===== src/rtl/arith_div_pkg.sv =====
// Shared types and constants for the sequential restoring divider.
package arith_div_pkg;

    localparam int DIV_DW    = 16;
    localparam int DIV_CNT_W = $clog2(2 * DIV_DW);

    typedef enum logic [1:0] {
        IDLE,
        CALC,
        DONE
    } div_state_t;

    typedef logic [2*DIV_DW-1:0] dividend_t;
    typedef logic [DIV_DW-1:0]   divisor_t;
    typedef logic [DIV_DW:0]     prem_t;

endpackage


===== src/rtl/div_step.sv =====
// One restoring-division iteration: shift in a dividend bit, trial-subtract the divisor,
// and keep the difference only when it is non-negative.
module div_step
    import arith_div_pkg::*;
#(
    parameter int W = DIV_DW
)
(
    input  logic [W-1:0] rem_in,
    input  logic         bit_in,
    input  logic [W-1:0] divisor,
    output logic [W-1:0] rem_out,
    output logic         q_bit
);

    logic [W:0]   shifted;
    logic [W-1:0] diff;

    // rem_in is always below the divisor, so a successful difference fits back in W bits.
    always_comb begin
        shifted = {rem_in, bit_in};
        diff    = shifted[W-1:0] - divisor;
        q_bit   = (shifted >= {1'b0, divisor});
        rem_out = q_bit ? diff : shifted[W-1:0];
    end

endmodule


===== src/rtl/seq_divider_32by16.sv =====
// Iterative 2W-by-W unsigned restoring divider, one quotient bit per clock, with
// valid/ready handshakes on both sides and one operation in flight.
module seq_divider_32by16
    import arith_div_pkg::*;
#(
    parameter int DATA_WIDTH = DIV_DW
)
(
    input  logic                    clk,
    input  logic                    reset_n,
    input  logic                    in_valid,
    output logic                    in_ready,
    input  logic [2*DATA_WIDTH-1:0] dividend,
    input  logic [DATA_WIDTH-1:0]   divisor,
    output logic                    out_valid,
    input  logic                    out_ready,
    output logic [2*DATA_WIDTH-1:0] quotient,
    output logic [DATA_WIDTH-1:0]   remainder,
    output logic                    div_by_zero
);

    localparam int QW = 2 * DATA_WIDTH;
    localparam int CW = $clog2(QW);

    div_state_t            state;
    div_state_t            state_next;
    logic [CW-1:0]         count;
    logic [QW-1:0]         work;
    logic [DATA_WIDTH-1:0] dsr;
    logic [DATA_WIDTH-1:0] prem;
    logic [DATA_WIDTH-1:0] step_rem;
    logic                  step_q;
    logic                  accept;

    assign accept = in_valid && in_ready;

    div_step #(.W(DATA_WIDTH)) u_step (
        .rem_in  (prem),
        .bit_in  (work[QW-1]),
        .divisor (dsr),
        .rem_out (step_rem),
        .q_bit   (step_q)
    );

    always_ff @(posedge clk or negedge reset_n) begin
        if (!reset_n) begin
            state <= IDLE;
        end else begin
            state <= state_next;
        end
    end

    always_comb begin
        state_next = state;
        case (state)
            IDLE:    if (in_valid) state_next = (divisor == '0) ? DONE : CALC;
            CALC:    if (count == '0) state_next = DONE;
            DONE:    if (out_ready) state_next = IDLE;
            default: state_next = IDLE;
        endcase
    end

    always_comb begin
        in_ready  = (state == IDLE);
        out_valid = (state == DONE);
    end

    // The dividend register doubles as the quotient accumulator: each step shifts out
    // one dividend MSB and shifts in one quotient bit.
    always_ff @(posedge clk or negedge reset_n) begin
        if (!reset_n) begin
            count       <= '0;
            work        <= '0;
            dsr         <= '0;
            prem        <= '0;
            quotient    <= '0;
            remainder   <= '0;
            div_by_zero <= 1'b0;
        end else begin
            if (accept) begin
                work        <= dividend;
                dsr         <= divisor;
                prem        <= '0;
                count       <= CW'(QW - 1);
                div_by_zero <= (divisor == '0);
                if (divisor == '0) begin
                    quotient  <= '1;
                    remainder <= dividend[DATA_WIDTH-1:0];
                end
            end else if (state == CALC) begin
                prem  <= step_rem;
                work  <= {work[QW-2:0], step_q};
                count <= count - 1'b1;
                if (count == '0) begin
                    quotient  <= {work[QW-2:0], step_q};
                    remainder <= step_rem;
                end
            end
        end
    end

endmodule

===== config.mk =====
export PLATFORM = sky130hd
export DESIGN_NAME = seq_divider_32by16
export DESIGN_NICKNAME = d
export VERILOG_FILES = /design/src/rtl/arith_div_pkg.sv /design/src/rtl/div_step.sv /design/src/rtl/seq_divider_32by16.sv
export SDC_FILE = /design/constraint.sdc
export NUM_CORES = 1
export LEC_CHECK = 0
export ABC_AREA = 0
export CORE_ASPECT_RATIO = 0.75
export CORE_UTILIZATION = 53
export CTS_CLUSTER_DIAMETER = 150
export DETAILED_ROUTE_END_ITERATION = 7
export PLACE_DENSITY = 0.91
export SETUP_SLACK_MARGIN = 0.2
export SYNTH_ARGS = -nofsm -noshare
export SYNTH_HDL_FRONTEND = slang
export SYNTH_SLANG_ARGS = --single-unit

===== constraint.sdc =====
create_clock -name clk -period 2.55 [get_ports clk]
set_clock_uncertainty 0.15 [all_clocks]
set_input_delay 0.51 -clock clk [delete_from_list [all_inputs] [get_ports clk]]
set_output_delay 0.51 -clock clk [all_outputs]
set_load 0.1 [all_outputs]

==> run_results.csv <==
group,metric,value,unit
setup_path,end_kind,"flop",
timing,fin_crit,3.36,ns
drt,via_per_inst,7.03,
drt,ant_nets,0,
drt,first_pass_iters,8,
timing,final_critical_path_setup_slack,-0.813,ns
clock_network,clkLatencyLatePin,0.45,ns
synthesis,synth_area_leaders,"dfrtp_1 50%, nand2_1 8.3%, a21oi_1 6.2%",
place,gp_congestion,0.994,
setup_path,crit_type,"reg2reg",
global_route,grt_max_degree,60,
global_route,grt_pass1_vias,6490,
final_layout,fillCellCount,534,
place,dp_hpwl,11900,um
synthesis,synth_area,6000,um^2
drt,avgRoutedWirePerCell,26.6,um
final_layout,drive_gt1_share,28.6,%
global_route,grt_antenna_before_repair,0,
final_layout,multi_input_area,3300,um^2
drt,vias,6976,
timing,grt_setup_unrepaired,"true",
outcome,violations,"design-rule violations, negative setup slack",
global_route,grtUsageTotal,40.4,%
timing,final-max-slew-violation-count,0,
floorplanning,rows,33,
clock_network,clk_path_buf_depth,2,
floorplanning,die_w,125,um
timing,period_share,132,%
synthesis,synth.avg_cell_area,8.69,um^2
timing,hold_slack,0.359,ns
final_layout,fin_nets,910,
synthesis,synth_area_leader_cell,"dfrtp_1",
floorplanning,core,11000,um^2
synthesis,yosysUniqueCellTypes,49,
synthesis,synth_top_cell_area_share,50.0,%
synthesis,synth_most_common_cell,"nand2_1",
synthesis,yosys_warnings,0,
setup_path,worst-path-max-fanout,7,
drt,drt-total-wl,26400,um
synthesis,async_flop_share,100,%
hold_path,hold_class,"reg2reg",
synthesis,synth-seq-cells,120,
synthesis,synth_commonest_cells,"132 x nand2_1, 120 x dfrtp_1, 75 x nor2_1",
clock_network,clockRootBuffer,"clkbuf_16",
timing,max_slew_margin,55.6,%
final_layout,register_area,3010,um^2
setup_path,cp.required,2.63,ns
drt,drt-initial-drc-count,1213,
timing,setup_viol,33,
global_route,grt_pass1_wl,35300,um
floorplanning,io_pins,103,
final_layout,n_antenna_cell,0,
timing,clock.fmax,0.297,GHz
synthesis,synth_nets,762,
setup_path,cp.arrival,3.44,ns
clock_network,cts_sinks,120,
clock_network,htreeDepth,4,
flow_run,maxCapViolCount,0,
clock_network,cts.reportedPaths.clkPinSlew,0.08,ns
final_layout,synthToLayoutAreaGrowth,46.4,%
synthesis,synth_flop_cell,"dfrtp_1",
floorplanning,die_area,11800,um^2
setup_path,start_kind,"flop",
floorplanning,initial_core_util,54.7,%
timing,worst_pin_slew,0.667,ns
global_route,overflow,0,
clock_network,cts_tree,"done",
timing,finalHoldViolCount,0,
clock_network,numCtsBuffers,17,
synthesis,postSynthCellCount,691,
outcome,run_status,"finished with violations",
synthesis,ys_seq_area_share,50.0,%
place,io_buffers,102,
synthesis,synth_edf_count,0,
floorplanning,die_height,94.2,um
drt,drc,41,
==> cells by family after synthesis <==
family	Yosys count	synth area share, %
XOR/XNOR	11	1.60
AO/OA/AOI/OAI	197	19.3
flip-flops	120	50.0
adder cells (fa/ha/maj)	19	4.09
buffers and inverters	66	4.46
AND/OR/NAND/NOR	272	19.6
multiplexers	6	1.00
==> what timing repair did <==
action	4_1_cts	5_1_grt
hold buffers	1	0
endpoints found under the hold margin	33	0
endpoints found under the setup margin	34	36
gates resized for setup	57	63
setup buffers	12	17
cloned	3	0
pin swaps	33	24
==> layer usage <==
layer  up-vias  track usage [%]  wire length [um]
met5         -            0.452                 0
met4         0             26.2              2390
met3       286             14.0              3900
met2       793             63.3             11500
met1      3200             48.0              8590
li1       2697                -                 -
==> cell usage in the layout (no fill, tap or decap), types with 4 or more instances in the layout <==
cell type / Yosys / layout
xnor2_1: 8 / 6
nand2_1: 132 / 128
nor4_1: 5 / 5
nor2_1: 75 / 69
clkbuf_16: 0 / 17
bufinv_16: 0 / 4
o21ai_0: 51 / 44
ha_1: 18 / 6
a21oi_2: 1 / 21
clkdlybuf4s50_1: 0 / 50
a21oi_4: 0 / 5
and3_1: 10 / 9
or3_1: 5 / 5
inv_2: 0 / 5
a22oi_1: 15 / 15
a21o_1: 4 / 4
nand3_1: 20 / 20
dfrtp_2: 0 / 7
a31oi_1: 19 / 18
dfrtp_1: 120 / 113
inv_6: 0 / 7
buf_6: 0 / 4
o21ai_1: 6 / 9
a21oi_1: 74 / 49
inv_1: 23 / 18
mux2i_4: 0 / 5
nand2b_1: 8 / 7
buf_12: 0 / 6
buf_4: 3 / 108
ha_4: 0 / 11
==> final timing paths <==
path                                                 end  slack (ns)  cells past startpoint                      from
min in group asynchronous           count[4]$_DFFE_PN0P_        0.45                      2                   reset_n
worst min register to register  quotient[13]$_DFFE_PN0P_        0.36                      2  quotient[13]$_DFFE_PN0P_
worst max-delay path                 prem[5]$_DFFE_PN0P_       -0.81                     12        dsr[9]$_DFFE_PN0P_
worst max register to register       prem[5]$_DFFE_PN0P_       -0.81                     12        dsr[9]$_DFFE_PN0P_
max in group asynchronous            dsr[11]$_DFFE_PN0P_        1.05                      3                   reset_n
worst min-delay path            quotient[13]$_DFFE_PN0P_        0.36                      2  quotient[13]$_DFFE_PN0P_
==> flip-flops by register name, indices dropped and copies added (netlist names) <==
signal,count
dsr,16
quotient,32
div_by_zero,1
state,2
prem,16
remainder,16
count,5
work,32
==> per-stage QoR <==
step | instance area, um^2 | util [%] | cells | TNS (ns) | worst slack (ns)
2_1_floorplan | 6010 | - | 691 | 0 | 0.211
3_3_place_gp | 7220 | 65.7 | 927 | -0.545 | -0.0943
3_5_place_dp | 7220 | 65.7 | 927 | -1.50 | -0.134
4_1_cts | 8340 | 75.9 | 975 | 0 | 0.0507
5_1_grt | 8790 | 80.0 | 992 | -11.98 | -0.839
6_report | 8790 | 80.0 | 992 | -11.01 | -0.813
==> final cells by class <==
cell class | instances | area share [%]
multi-input cells | 505 | 37.6
flip-flops and latches | 120 | 34.3
repair buffers | 172 | 17.9
clock buffers | 17 | 4.84
clock inverters | 15 | 2.45
well taps | 140 | 1.99
inverters | 23 | 0.983
==> worst max-delay path, stage by stage, from the launching register on <==
cell	delay, ns
dfrtp_1	0.37
inv_1	0.24
ha_4	0.27
and3_1	0.23
a22o_4	0.26
a221oi_4	0.27
o21a_4	0.22
buf_4	0.12
buf_6	0.10
buf_16	0.15
nor2_2	0.06
a21oi_2	0.34
a21oi_1	0.33
Power is not shown: default switching activity piles up to over one toggle a cycle in this logic, so the estimate is an artifact.
